<file path="config.mk">
export PLATFORM = sky130hd
export DESIGN_NAME = hilo_file_flat
export DESIGN_NICKNAME = d
export VERILOG_FILES = /design/src/rtl/hilo_file_pkg.sv /design/src/rtl/hilo_file_if.sv /design/src/rtl/hilo_file_fwd_mux.sv /design/src/rtl/hilo_file.sv /design/src/flat_wrapper.sv
export SDC_FILE = /design/constraint.sdc
export NUM_CORES = 1
export LEC_CHECK = 0
export ABC_CLOCK_PERIOD_IN_PS = 1900
export BUFFER_PORTS_ARGS = -buffer_cell sky130_fd_sc_hd__buf_2
export CAP_MARGIN = 20
export CORE_AREA = 2 2 103 105
export CTS_CLUSTER_DIAMETER = 40
export DETAILED_ROUTE_END_ITERATION = 7
export DIE_AREA = 0 0 105 107
export GPL_TIMING_DRIVEN = 0
export PLACE_DENSITY = 0.67
export SYNTH_ARGS = -nofsm -noshare
export SYNTH_HDL_FRONTEND = slang
export SYNTH_SLANG_ARGS = --single-unit
export TNS_END_PERCENT = 10
</file>
<file path="constraint.sdc">
create_clock -name clk -period 1.9 [get_ports clk]
set_input_delay 0.285 -clock clk [delete_from_list [all_inputs] [get_ports clk]]
set_output_delay 0.285 -clock clk [all_outputs]
set_load 0.02 [all_outputs]
</file>
<file path="src/rtl/hilo_file_pkg.sv">
// Shared widths, reset/write polarity and FSM encoding for the HI/LO register pair.
// Latency: n/a (definitions only); backpressure: n/a.
package hilo_file_pkg;
    localparam int RegBus = 32;

    localparam logic RstEnable    = 1'b1;
    localparam logic WriteEnable  = 1'b1;
    localparam logic WriteDisable = 1'b0;

    localparam logic [0:0] HILO_IDLE = 1'b0;
    localparam logic [0:0] HILO_PEND = 1'b1;

    typedef logic [RegBus-1:0] reg_t;

    typedef struct packed {
        reg_t hi;
        reg_t lo;
    } hilo_t;
endpackage

</file>
<file path="src/rtl/hilo_file_if.sv">
// Pipeline-side bundle of HI/LO write ports, divider handshake and read/stall outputs.
// Latency: n/a (wiring only); backpressure: divider result held until div_ack_o.
interface hilo_file_if;
    import hilo_file_pkg::*;

    logic we1_i;
    reg_t hi1_i, lo1_i;
    logic we2_i;
    reg_t hi2_i, lo2_i;
    logic div_start_i;
    logic div_valid_i;
    reg_t div_hi_i, div_lo_i;
    logic div_ack_o;
    logic flush_i;
    logic rd_req_i;
    reg_t hi_o, lo_o;
    logic stall_req_o;
    logic busy_o;

    modport master (
        output we1_i, hi1_i, lo1_i, we2_i, hi2_i, lo2_i,
        output div_start_i, div_valid_i, div_hi_i, div_lo_i, flush_i, rd_req_i,
        input  div_ack_o, hi_o, lo_o, stall_req_o, busy_o
    );

    modport slave (
        input  we1_i, hi1_i, lo1_i, we2_i, hi2_i, lo2_i,
        input  div_start_i, div_valid_i, div_hi_i, div_lo_i, flush_i, rd_req_i,
        output div_ack_o, hi_o, lo_o, stall_req_o, busy_o
    );
endinterface

</file>
<file path="src/rtl/hilo_file_fwd_mux.sv">
// 3-source HI/LO priority select (slot 2 > slot 1 > divide commit > default).
// Latency: combinational; backpressure: none.
module hilo_fwd_mux
    import hilo_file_pkg::*;
(
    input  logic  en2_i,
    input  hilo_t dat2_i,
    input  logic  en1_i,
    input  hilo_t dat1_i,
    input  logic  en0_i,
    input  hilo_t dat0_i,
    input  hilo_t dflt_i,
    output hilo_t sel_o
);
    always_comb begin
        sel_o = dflt_i;
        if (en2_i) begin
            sel_o = dat2_i;
        end else if (en1_i) begin
            sel_o = dat1_i;
        end else if (en0_i) begin
            sel_o = dat0_i;
        end
    end
endmodule

</file>
<file path="src/rtl/hilo_file.sv">
// HI/LO register pair with one-outstanding-divide tracker; optional HILO_BYPASS_EN forwarding.
// Latency: writes visible next cycle (same cycle with bypass); stalls readers on a pending divide.
module hilo_file
    import hilo_file_pkg::*;
(
    input logic       clk,
    input logic       rst,
    hilo_file_if.slave bus
);
    logic [0:0] state_q, state_d;
    hilo_t      hilo_q, hilo_d;
    hilo_t      wr2_dat, wr1_dat, div_dat;
    logic       pend;
    logic       div_commit;

    assign pend       = (state_q == HILO_PEND);
    // A flush cancels the divide, so its result is acked but never written.
    assign div_commit = pend & bus.div_valid_i & ~bus.flush_i;

    assign wr2_dat = '{hi: bus.hi2_i,    lo: bus.lo2_i};
    assign wr1_dat = '{hi: bus.hi1_i,    lo: bus.lo1_i};
    assign div_dat = '{hi: bus.div_hi_i, lo: bus.div_lo_i};

    hilo_fwd_mux u_fwd (
        .en2_i  (bus.we2_i == WriteEnable),
        .dat2_i (wr2_dat),
        .en1_i  (bus.we1_i == WriteEnable),
        .dat1_i (wr1_dat),
        .en0_i  (div_commit),
        .dat0_i (div_dat),
        .dflt_i (hilo_q),
        .sel_o  (hilo_d)
    );

    always_comb begin
        state_d = state_q;
        case (state_q)
            HILO_IDLE: if (bus.div_start_i) state_d = HILO_PEND;
            HILO_PEND: if (bus.flush_i || bus.div_valid_i) state_d = HILO_IDLE;
            default:   state_d = HILO_IDLE;
        endcase
    end

    always_ff @(posedge clk) begin
        if (rst == RstEnable) begin
            state_q <= HILO_IDLE;
            hilo_q  <= '0;
        end else begin
            state_q <= state_d;
            hilo_q  <= hilo_d;
        end
    end

    // Every presented result is consumed: committed, flushed, or spurious.
    assign bus.div_ack_o = ~rst & bus.div_valid_i;
    assign bus.busy_o    = ~rst & pend;

`ifdef HILO_BYPASS_EN
    assign bus.hi_o        = rst ? hilo_q.hi : hilo_d.hi;
    assign bus.lo_o        = rst ? hilo_q.lo : hilo_d.lo;
    assign bus.stall_req_o = ~rst & pend & bus.rd_req_i & ~bus.div_valid_i;
`else
    assign bus.hi_o        = hilo_q.hi;
    assign bus.lo_o        = hilo_q.lo;
    assign bus.stall_req_o = ~rst & bus.rd_req_i & (pend | bus.we1_i | bus.we2_i);
`endif

    a_no_start_in_pend: assert property (@(posedge clk) disable iff (rst)
        !(pend && bus.div_start_i));
endmodule

</file>
<file path="src/flat_wrapper.sv">
// flat-port wrapper written by rule: the top's interface ports become plain ports
module hilo_file_flat import hilo_file_pkg::*;
  (clk, rst, bus_we1_i, bus_hi1_i, bus_lo1_i, bus_we2_i, bus_hi2_i, bus_lo2_i, bus_div_start_i, bus_div_valid_i, bus_div_hi_i, bus_div_lo_i, bus_flush_i, bus_rd_req_i, bus_div_ack_o, bus_hi_o, bus_lo_o, bus_stall_req_o, bus_busy_o);
  hilo_file_if bus_i ();
  input logic clk;
  input logic rst;
  input wire logic [$bits(bus_i.we1_i)-1:0] bus_we1_i;
  input wire logic [$bits(bus_i.hi1_i)-1:0] bus_hi1_i;
  input wire logic [$bits(bus_i.lo1_i)-1:0] bus_lo1_i;
  input wire logic [$bits(bus_i.we2_i)-1:0] bus_we2_i;
  input wire logic [$bits(bus_i.hi2_i)-1:0] bus_hi2_i;
  input wire logic [$bits(bus_i.lo2_i)-1:0] bus_lo2_i;
  input wire logic [$bits(bus_i.div_start_i)-1:0] bus_div_start_i;
  input wire logic [$bits(bus_i.div_valid_i)-1:0] bus_div_valid_i;
  input wire logic [$bits(bus_i.div_hi_i)-1:0] bus_div_hi_i;
  input wire logic [$bits(bus_i.div_lo_i)-1:0] bus_div_lo_i;
  input wire logic [$bits(bus_i.flush_i)-1:0] bus_flush_i;
  input wire logic [$bits(bus_i.rd_req_i)-1:0] bus_rd_req_i;
  output wire logic [$bits(bus_i.div_ack_o)-1:0] bus_div_ack_o;
  output wire logic [$bits(bus_i.hi_o)-1:0] bus_hi_o;
  output wire logic [$bits(bus_i.lo_o)-1:0] bus_lo_o;
  output wire logic [$bits(bus_i.stall_req_o)-1:0] bus_stall_req_o;
  output wire logic [$bits(bus_i.busy_o)-1:0] bus_busy_o;
  assign bus_i.we1_i = bus_we1_i;
  assign bus_i.hi1_i = bus_hi1_i;
  assign bus_i.lo1_i = bus_lo1_i;
  assign bus_i.we2_i = bus_we2_i;
  assign bus_i.hi2_i = bus_hi2_i;
  assign bus_i.lo2_i = bus_lo2_i;
  assign bus_i.div_start_i = bus_div_start_i;
  assign bus_i.div_valid_i = bus_div_valid_i;
  assign bus_i.div_hi_i = bus_div_hi_i;
  assign bus_i.div_lo_i = bus_div_lo_i;
  assign bus_i.flush_i = bus_flush_i;
  assign bus_i.rd_req_i = bus_rd_req_i;
  assign bus_div_ack_o = bus_i.div_ack_o;
  assign bus_hi_o = bus_i.hi_o;
  assign bus_lo_o = bus_i.lo_o;
  assign bus_stall_req_o = bus_i.stall_req_o;
  assign bus_busy_o = bus_i.busy_o;
  hilo_file u_core (.clk(clk), .rst(rst), .bus(bus_i));
endmodule
</file>
==> flow_summary.ini <==
[logic_synthesis]
yosysSeqAreaShare_pct = 38.4
ys_async_sr_fraction_pct = 0
yosys.area.top_type = dfxtp_1
synthAdderAreaFrac_pct = 0
synth_top_area_share_pct = 38.4
synth_area_leaders = dfxtp_1, mux2i_1, a22o_1
yosys-top-cells-count = dfxtp_1, mux2i_1, a22o_1, nand2_1, o21ai_1
yosys.area_share.simple_pct = 8.86
synth_xor_area_share_pct = 0
syn_avg_cell_area_sq_um = 9.26
synth_top_family_by_area = compound AO/OA/AOI/OAI gates
synth_cells = 366
ys_seq_elements = 65
ys.flop_type = dfxtp_1
muxShareOfSynthArea_pct = 19.2
synth_compound_area_share_pct = 26.5
synth_edf_count = 0
synth.distinct_cells = 19
syn_nets = 566
yosysWarnings = 0
synth_area_sq_um = 3390

[timing]
final.period_utilization_pct = 85.1
finalSetupViolCount = 0
hold_ws_ns = 0.194
tightestPinTransition_ns = 0.523
rsz0062_at_grt = no
layout_setup_ws_ns = 0.283
max_clock_freq_mhz = 618
hold_violations = 0
setup-tns-final_ns = 0
clock-skew-final_ns = 0.00827
slew_violations = 0
slew_headroom_pct = 65.1
min_period_ns = 1.62

[layout]
synthToLayoutAreaGrowth_pct = 49.3
fill_cells = 1036
final_area_sq_um = 5060
drive_gt1_share_pct = 47.0
final_cells = 783
antennaDiodeCount = 0
fin_util_pct = 50.1
nets = 842

[clock_network]
cts_made_buffers = 9
clkLatencyLatePin_ns = 0.33
clockRootBuffer = clkbuf_8
ctsHtreeMaxLevel = 3
cts_sinks = 65
cts_tree = built
post_cts_buffers = 0
cts_buffer_depth = 2
clk_pin_slew_worst_paths_ns = 0.07
postCtsResizedCells = 0
cts_hold_buf = 0

[grt]
groute.usage.overall_pct = 20.3
antenna_found_initial = 0
grt_pass1_vias = 3862
grt_pass1_wl_mm = 18.3
grt_overflow_total = 0
grt_max_degree = 11

[power]
p_per_area_nw_per_um2 = 690
total_power_mw = 3.49
leakagePower_nw = 2.77
peakVddDrop_uv = 287

[critical_path]
cp_top_family = buffers and inverters
path_common_cell = buf_2
cp_num_buf_inv = 4
cp_max_fo = 10
arrival_ns = 1.33
cp_slowest_stage_delay_ns = 0.24
path_cells = buf_2 > buf_4 > buf_6 > nor3_1 > nor3b_1 > buf_2
path_class = input port to output port
startpoint_type = input port
cp_data_required_time_ns = 1.62
end_kind = output port
crit_slowest_cell = buf_4

[place]
dp_slack_ns = 0.244
dpl_cell_area_sq_um = 4890
gp_congestion = 0.824
dp_hpwl_mm = 9.35
dp.cells = 767
portBuffers = 265

[job]
max-cap-violations = 0

[routing]
vias_per_cell = 4.84
drc = 0
wl_per_cell_microns = 14.9
antenna_left = 0
vias = 3790
routed_wl_mm = 11.7
drtIter0Drc = 102
dr.pass1.iters = 4

[floorplan]
die_w_microns = 105
coreArea_sq_um = 10100
die-area_sq_um = 11200
start_util_pct = 33.6
die_h_microns = 107
fp-row-count = 37
pin_count = 267

[run_status]
status = finished, final reports clean

[hold_path]
hp-class = input port to flop
[kinds of logic after synthesis]
group,Yosys count
flops,65
buf+inv,34
compound gates,129
simple gates,73
mux,65
[worst register-to-register path, cell delays in order (launching register included)]
cell	delay (ns)
dfxtp_1	0.39
nand3b_1	0.16
a21oi_4	0.33
buf_2	0.31
a22o_1	0.17
[layer usage]
metal / share of wire, % / up-vias / GRT usage [%] / wire, microns
li1: - / 1889 / - / -
met3: 6.7 / 23 / 4.98 / 787
met2: 49 / 168 / 36.4 / 5730
met5: 0 / - / 0 / 0
met4: 2.2 / 0 / 7.05 / 255
met1: 42 / 1710 / 23.6 / 4910
[cells in the final DEF (no fill, tap or decap)]
master and count:
buf_6 13, o21ai_0 15, nor2_1 2, a22o_1 64
buf_2 274, mux2i_1 65, nand3b_1 1, nor3_1 1
buf_1 1, dfxtp_1 65, clkinv_2 3, buf_4 1
nand2_1 64, nor3b_1 1, nor2_4 1, and3b_1 1
a21oi_4 1, clkbuf_8 11, o21ai_1 49, clkbuf_1 12
nor2b_1 2
[where the power goes]
group	internal (mW)	leakage, nW	switching, mW
registers	1.47	0.538	0.0531
clock network	0.540	0.0932	0.507
logic	0.432	2.14	0.487
total	2.44	2.77	1.05
[cell type report]
| class | count | area (sq um) | area share, % |
|---|---|---|---|
| Clock inverter | 3 | 15.0 | 0.297 |
| Clock buffer | 13 | 159 | 3.14 |
| Multi-Input combinational cell | 267 | 1850 | 36.5 |
| Buffer | 34 | 240 | 4.75 |
| Sequential cell | 65 | 1300 | 25.7 |
| Tap cell | 136 | 170 | 3.36 |
| Timing Repair Buffer | 265 | 1330 | 26.2 |
[worst paths after layout]
| path | startpoint | endpoint | slack [ns] | depth (start not counted) |
|---|---|---|---|---|
| max | bus_we1_i | bus_stall_req_o | 0.28 | 6 |
| min | bus_div_start_i | u_core.pend | 0.19 | 3 |
| max reg2reg | u_core.pend | u_core.bus.lo_o[28] | 0.47 | 4 |
| min reg2reg | u_core.bus.lo_o[0] | u_core.bus.lo_o[0] | 0.47 | 1 |
[state kept, by name (all words and copies together), names as in the netlist]
| name | count |
|---|---|
| u_core.bus.lo_o | 32 |
| u_core.pend | 1 |
| u_core.bus.hi_o | 32 |
Note: power is estimated with default switching activity, not from simulation.
